$ cat config.mk
export PLATFORM = sky130hd
export DESIGN_NAME = aoi_serial_ctrl
export DESIGN_NICKNAME = d
export VERILOG_FILES = /design/src/rtl/aoi_serial_ctrl.sv
export SDC_FILE = /design/constraint.sdc
export NUM_CORES = 1
export LEC_CHECK = 0
export BUFFER_PORTS_ARGS = -buffer_cell sky130_fd_sc_hd__buf_2
export CAP_MARGIN = 20
export CORE_MARGIN = 5
export CORE_UTILIZATION = 49
export CTS_BUF_LIST = sky130_fd_sc_hd__clkbuf_8 sky130_fd_sc_hd__clkbuf_16
export CTS_CLUSTER_SIZE = 16
export DETAILED_ROUTE_END_ITERATION = 6
export PLACE_DENSITY = 0.76
export SYNTH_ARGS = -nofsm -noshare
export SYNTH_HDL_FRONTEND = slang
export SYNTH_SLANG_ARGS = --single-unit
$ cat constraint.sdc
create_clock -name clk -period 1.2 [get_ports clk]
set_clock_uncertainty 0.05 [all_clocks]
set_input_delay 0.12 -clock clk [delete_from_list [all_inputs] [get_ports clk]]
set_output_delay 0.12 -clock clk [all_outputs]
set_load 0.1 [all_outputs]
$ cat src/rtl/aoi_serial_ctrl.sv
// aoi_serial_ctrl: bit-serial evaluator of x = ~((a&b)|c) over WIDTH-bit operands.
// Uses a single 1-bit AOI slice, processes one bit per clock, LSB first, and
// publishes the assembled result atomically on completion.
// Optional feature: define AOI_PARITY_EN to add a registered parity output (^x_out).
module aoi_serial_ctrl #(
    parameter int unsigned WIDTH = 8
) (
    input  logic             clk,
    input  logic             rst,
    input  logic             start,
    input  logic [WIDTH-1:0] a_in,
    input  logic [WIDTH-1:0] b_in,
    input  logic [WIDTH-1:0] c_in,
    output logic             busy,
    output logic             done,
    output logic [WIDTH-1:0] x_out
`ifdef AOI_PARITY_EN
    ,
    output logic             parity
`endif
);

    localparam int unsigned CW = (WIDTH > 1) ? $clog2(WIDTH) : 1;

    typedef enum logic [1:0] {
        S_IDLE = 2'd0,
        S_RUN  = 2'd1,
        S_DONE = 2'd2
    } state_e;

    state_e           state_q, state_d;
    logic [CW-1:0]    cnt_q, cnt_d;
    logic [WIDTH-1:0] a_q, a_d;
    logic [WIDTH-1:0] b_q, b_d;
    logic [WIDTH-1:0] c_q, c_d;
    logic [WIDTH-1:0] res_q, res_d;
    logic [WIDTH-1:0] x_out_q, x_out_d;
    logic             busy_q, busy_d;
    logic             done_q, done_d;
    logic             slice_c;
`ifdef AOI_PARITY_EN
    logic             parity_q, parity_d;
`endif

    // The shared 1-bit AOI slice, fed from the operand LSBs.
    always_comb begin
        slice_c = ~((a_q[0] & b_q[0]) | c_q[0]);
    end

    // Next-state, datapath sequencing and registered-output targets.
    always_comb begin
        state_d = state_q;
        cnt_d   = cnt_q;
        a_d     = a_q;
        b_d     = b_q;
        c_d     = c_q;
        res_d   = res_q;
        x_out_d = x_out_q;
`ifdef AOI_PARITY_EN
        parity_d = parity_q;
`endif
        unique case (state_q)
            S_IDLE: begin
                if (start) begin
                    a_d     = a_in;
                    b_d     = b_in;
                    c_d     = c_in;
                    res_d   = '0;
                    cnt_d   = '0;
                    state_d = S_RUN;
                end
            end
            S_RUN: begin
                res_d = {slice_c, res_q[WIDTH-1:1]};
                a_d   = a_q >> 1;
                b_d   = b_q >> 1;
                c_d   = c_q >> 1;
                cnt_d = cnt_q + CW'(1);
                // Last bit: publish the full result in the same edge.
                if (cnt_q == CW'(WIDTH - 1)) begin
                    cnt_d   = '0;
                    x_out_d = res_d;
`ifdef AOI_PARITY_EN
                    parity_d = ^res_d;
`endif
                    state_d = S_DONE;
                end
            end
            S_DONE: begin
                state_d = S_IDLE;
            end
            default: begin
                state_d = S_IDLE;
            end
        endcase
        busy_d = (state_d != S_IDLE);
        done_d = (state_d == S_DONE);
    end

    // State and datapath registers with synchronous active-high reset.
    always_ff @(posedge clk) begin
        if (rst) begin
            state_q <= S_IDLE;
            cnt_q   <= '0;
            a_q     <= '0;
            b_q     <= '0;
            c_q     <= '0;
            res_q   <= '0;
            x_out_q <= '0;
            busy_q  <= 1'b0;
            done_q  <= 1'b0;
`ifdef AOI_PARITY_EN
            parity_q <= 1'b0;
`endif
        end else begin
            state_q <= state_d;
            cnt_q   <= cnt_d;
            a_q     <= a_d;
            b_q     <= b_d;
            c_q     <= c_d;
            res_q   <= res_d;
            x_out_q <= x_out_d;
            busy_q  <= busy_d;
            done_q  <= done_d;
`ifdef AOI_PARITY_EN
            parity_q <= parity_d;
`endif
        end
    end

    assign busy  = busy_q;
    assign done  = done_q;
    assign x_out = x_out_q;
`ifdef AOI_PARITY_EN
    assign parity = parity_q;
`endif

endmodule

Word level (Yosys, flattened, before mapping) --
Index checks and enable logic that the tools add are counted.
Storage, ports and cells: flip-flop bits (word level) 47, bits of input ports 27, output and inout bits 10, logic and storage cells 36
Operators by class: add/subtract/negate cells 1, eq/ne operators 4, multiplexer cells 14, bitwise gates (word level) 3, reductions and logical operators 5
Operators by type and width (count):
- $pmux 8 s2 | 4
- $mux 8 | 4
- $mux 3 | 2
- $pmux 3 s2 | 1
- $mux 2 | 2
- $pmux 2 s2 | 1
- $reduce_and 2->1 | 2
- $reduce_bool 2->1 | 2
- $add 3x1->3 const B | 1
- $eq 3x3->1 const B | 1
- $eq 2x1->1 const B | 1
- $eq 2x2->1 const B | 1
- $logic_not 2->1 | 1
- $ne 2x2->1 const B | 1
- $and 1x1->1 | 1
- $not 1->1 | 1
- $or 1x1->1 | 1

Depth between registers and ports, before layout --
depth after elaboration 4, mapped depth 6, depth with buffers taken out 5

Worst setup path before layout --
Ideal clock, no wire load.
path type register to register, start register x_out[0] (netlist name), end register x_out_q[0] (netlist: x_out[0]), arrival time 1.172 ns, required time 1.077 ns, setup slack -0.095 ns, cell stages (with the launch flop) 3, buffers on the path 0, period minus slack after synthesis 1.295 ns, path through dfxtp_1 nand2_1 a21oi_1
RTL lines:
- end signal: assignment | RTL line 122 | x_out_q <= x_out_d;
- end: declaration | RTL line 37 | logic [WIDTH-1:0] x_out_q, x_out_d;

Worst setup path in the final report --
start register cnt_q[0], end register x_out_q[7] (netlist: x_out[7])
Between the ends: word-level cells in the longest chain between the ends 2
RTL lines:
- start: declaration | RTL line 32 | logic [CW-1:0] cnt_q, cnt_d;
- start signal: assignment | RTL line 117 | cnt_q <= cnt_d;
- $eq 3x3->1 | RTL line 80 | if (cnt_q == CW'(WIDTH - 1)) begin
- $reduce_and 2->1 (no source line)
Every way passes these cells. A chain may end at the register's enable or synchronous reset.

==> flow_metrics.tcl <==
set metrics [dict create \
    outcome "finished, violations left" \
    violations "negative setup slack" \
    place_hpwl_um 2832 \
    postSynthCellCount 191 \
    synth_compound_area_frac 0.2123 \
    grt_overflow 0 \
    cts-hold-fix-buffers 0 \
    drive_gt1_frac 0.5356 \
    place_congestion 0.6822 \
    core-area_mm2 0.003744 \
    antenna_left 0 \
    root_buffer "clkbuf_8" \
    pwr-share-comb 0.161 \
    synth_top_area_frac 0.4748 \
    slew_violations 0 \
    synthMuxAreaShare 0.09806 \
    leakage_nw 1.082 \
    cts-htree-levels 2 \
    endpoint_kind "flop" \
    worstMarginPinSlew_ns 0.4092 \
    grt_start_max_net_pins 17 \
    rsz0062_at_grt "yes" \
    p_clk_frac 0.335 \
    holdCritPathClass "in2reg" \
    p_total_mw 3.332 \
    fin_nets 267 \
    grt_pass1_wl_um 6831 \
    final_cells 287 \
    antenna_cells 0 \
    drc_errors 0 \
    die_w_um 72.91 \
    viasPerCell 5.540 \
    ys_ff_latch 46 \
    synth_nets 220 \
    numCtsBuffers 5 \
    fmax_mhz 767.6 \
    syn_area_mm2 0.001939 \
    path_clk_slew_ns 0.08 \
    antenna_found_initial 0 \
    cts_num_sinks 46 \
    ys_seq_area_frac 0.4748 \
    drt_first_pass_iters 4 \
    port_buffers 36 \
    final.period_utilization 1.086 \
    crit_arrival_ns 1.49 \
    rrSetupSlack_ns -0.10 \
    clockBufferDepth 2 \
    wire_per_inst_um 16.53 \
    num_rows 22 \
    areaGrowthSynthToFinish_pct 44.13 \
    crit_type "reg2reg" \
    die_y_um 72.91 \
    slew_headroom 0.7234 \
    grt_usage 0.1656 \
    drt_iter0_drc 86 \
    layout.core_utilization 0.7467 \
    setup_tns_ns -0.8913 \
    p_sw_uw 846.7 \
    synth-simple-area-share 0.1497 \
    first_global_vias 1490 \
    setup_slack_ns -0.1028 \
    tritoncts "built" \
    yosys_warnings 0 \
    synth_area_leaders "dfxtp_1 47%, a211oi_2 12%, mux2i_1 9.8%" \
    hold_viol_final 0 \
    yosysTopAreaCell "dfxtp_1" \
    crit_path_start_kind "flop" \
    vias 1590 \
    seqPwrFrac 0.504 \
    critical_path_required_ns 1.38 \
    synthAdderAreaFrac 0.01290 \
    pin_count 37 \
    dp_slack_ns -0.2547 \
    yosys.area_share.xor_xnor 0 \
    dieArea_mm2 0.005316 \
    start_util 0.5180 \
    synth_area_per_cell_um2 10.15 \
    p_per_area_mw_per_mm2 1192 \
    clk-insertion-delay-late_ns 0.30 \
    setup_viol 23 \
    irDropWorstVdd_mv 0.9100 \
    synth_top_family_by_area "compound AO/OA/AOI/OAI gates" \
    period_needed_ns 1.303 \
    synth.distinct_cells 22 \
    wirelength_um 4744 \
    dp_cells 274 \
    intPower_mw 2.485 \
    max-cap-violations 0 \
    switching_share 0.2541 \
    crit_fanout 9 \
]
-- flip-flops by register name (all words and copies together) (netlist names), 2 cells and up --
signal / cells
cnt_q: 3
c_q: 8
res_q: 7
x_out: 8
a_q: 8
b_q: 8
state_q: 2
-- cells in the mapped netlist --
cell type / count
o21ba_4: 1
buf_4: 8
buf_6: 1
ha_1: 2
nor3b_1: 3
a21oi_1: 9
a211oi_2: 19
buf_1: 2
nand3b_1: 1
nor2_1: 38
nor2b_1: 1
mux2i_1: 19
nor4_2: 2
nand2_1: 16
and3b_1: 1
a211oi_1: 1
nor4b_1: 2
clkbuf_1: 2
buf_2: 3
a22oi_1: 13
o21bai_1: 1
dfxtp_1: 46
-- stage by stage --
stage | hold WS [ns] | area, um2
floorplan | 0.2183 | 1991
global placement | 0.3063 | 2432
detailed placement | 0.3162 | 2432
CTS | 0.003199 | 2575
global route | 0.02904 | 2795
finish | 0.01286 | 2795
-- final timing paths --
path	depth (start not counted)	to	startpoint
hold reg to reg	2	x_out[0]$_SDFFE_PP0P_	res_q[1]$_SDFFE_PP0P_
hold / removal	3	b_q[7]$_SDFFE_PP0P_	b_in[7]
setup / recovery	6	x_out[7]$_SDFFE_PP0P_	cnt_q[0]$_SDFFE_PP0P_
setup reg to reg	6	x_out[7]$_SDFFE_PP0P_	cnt_q[0]$_SDFFE_PP0P_
-- cells in the final DEF, fill, tap and decap left out, drive strengths merged --
cell	count
a21oi	9
clkinv	2
clkbuf	8
a211oi	20
ha	2
buf	53
a22oi	13
nor4b	2
nor4	2
bufinv	1
nor3b	3
nor2b	1
and3b	1
o21ba	1
o21bai	1
dfxtp	46
nand3b	1
nand2	16
nor2	38
mux2i	19
-- critical path, stage by stage, from the launching register on --
cell and delay, ns:
dfxtp_2 0.34, ha_4 0.16, ha_4 0.17, nand3b_1 0.17, buf_12 0.15, nand2_1 0.06, a21oi_2 0.13
-- cell type report --
type                    count  area [um2]
multi-input cells         129        1090
clock buffers               5       68.82
fillers                   257       948.4
well taps                  48       60.06
clock inverters             3       40.04
repair buffers             56       595.6
flip-flops and latches     46       940.9
-- logic make-up (layout without fill, tap and decap cells) --
logic type	after synthesis	in the layout
buf+inv	16	64
simple gates	64	64
mux	19	19
fa+ha+maj	2	2
flops	46	46
compound gates	44	44
-- repair_timing --
item / CTS / global route
buffers inserted: 0 / 3
gates resized for setup: 10 / 37
cloned: 0 / 3
endpoints found under the setup margin: 40 / 35
pin swaps: 0 / 22
-- metal layers --
layer	GRT usage	wire, um	vias to the layer above	share of wire
met1	0.2074	1984	768	0.42
met5	0	0	-	0
met2	0.2635	2448	41	0.52
met3	0.03857	213	9	0.045
li1	-	-	772	-
met4	0.08607	99	0	0.021
-- power groups by stage --
stage               logic [mW]  registers (mW)  clock network, mW
floorplan                0.303            1.69                  0
CTS                      0.448            1.66               1.14
global route             0.582            1.69               1.21
global placement         0.428            1.69                  0
detailed placement       0.438            1.69                  0
finish                   0.536            1.68               1.12
Note: power is estimated with default switching activity, not from simulation.
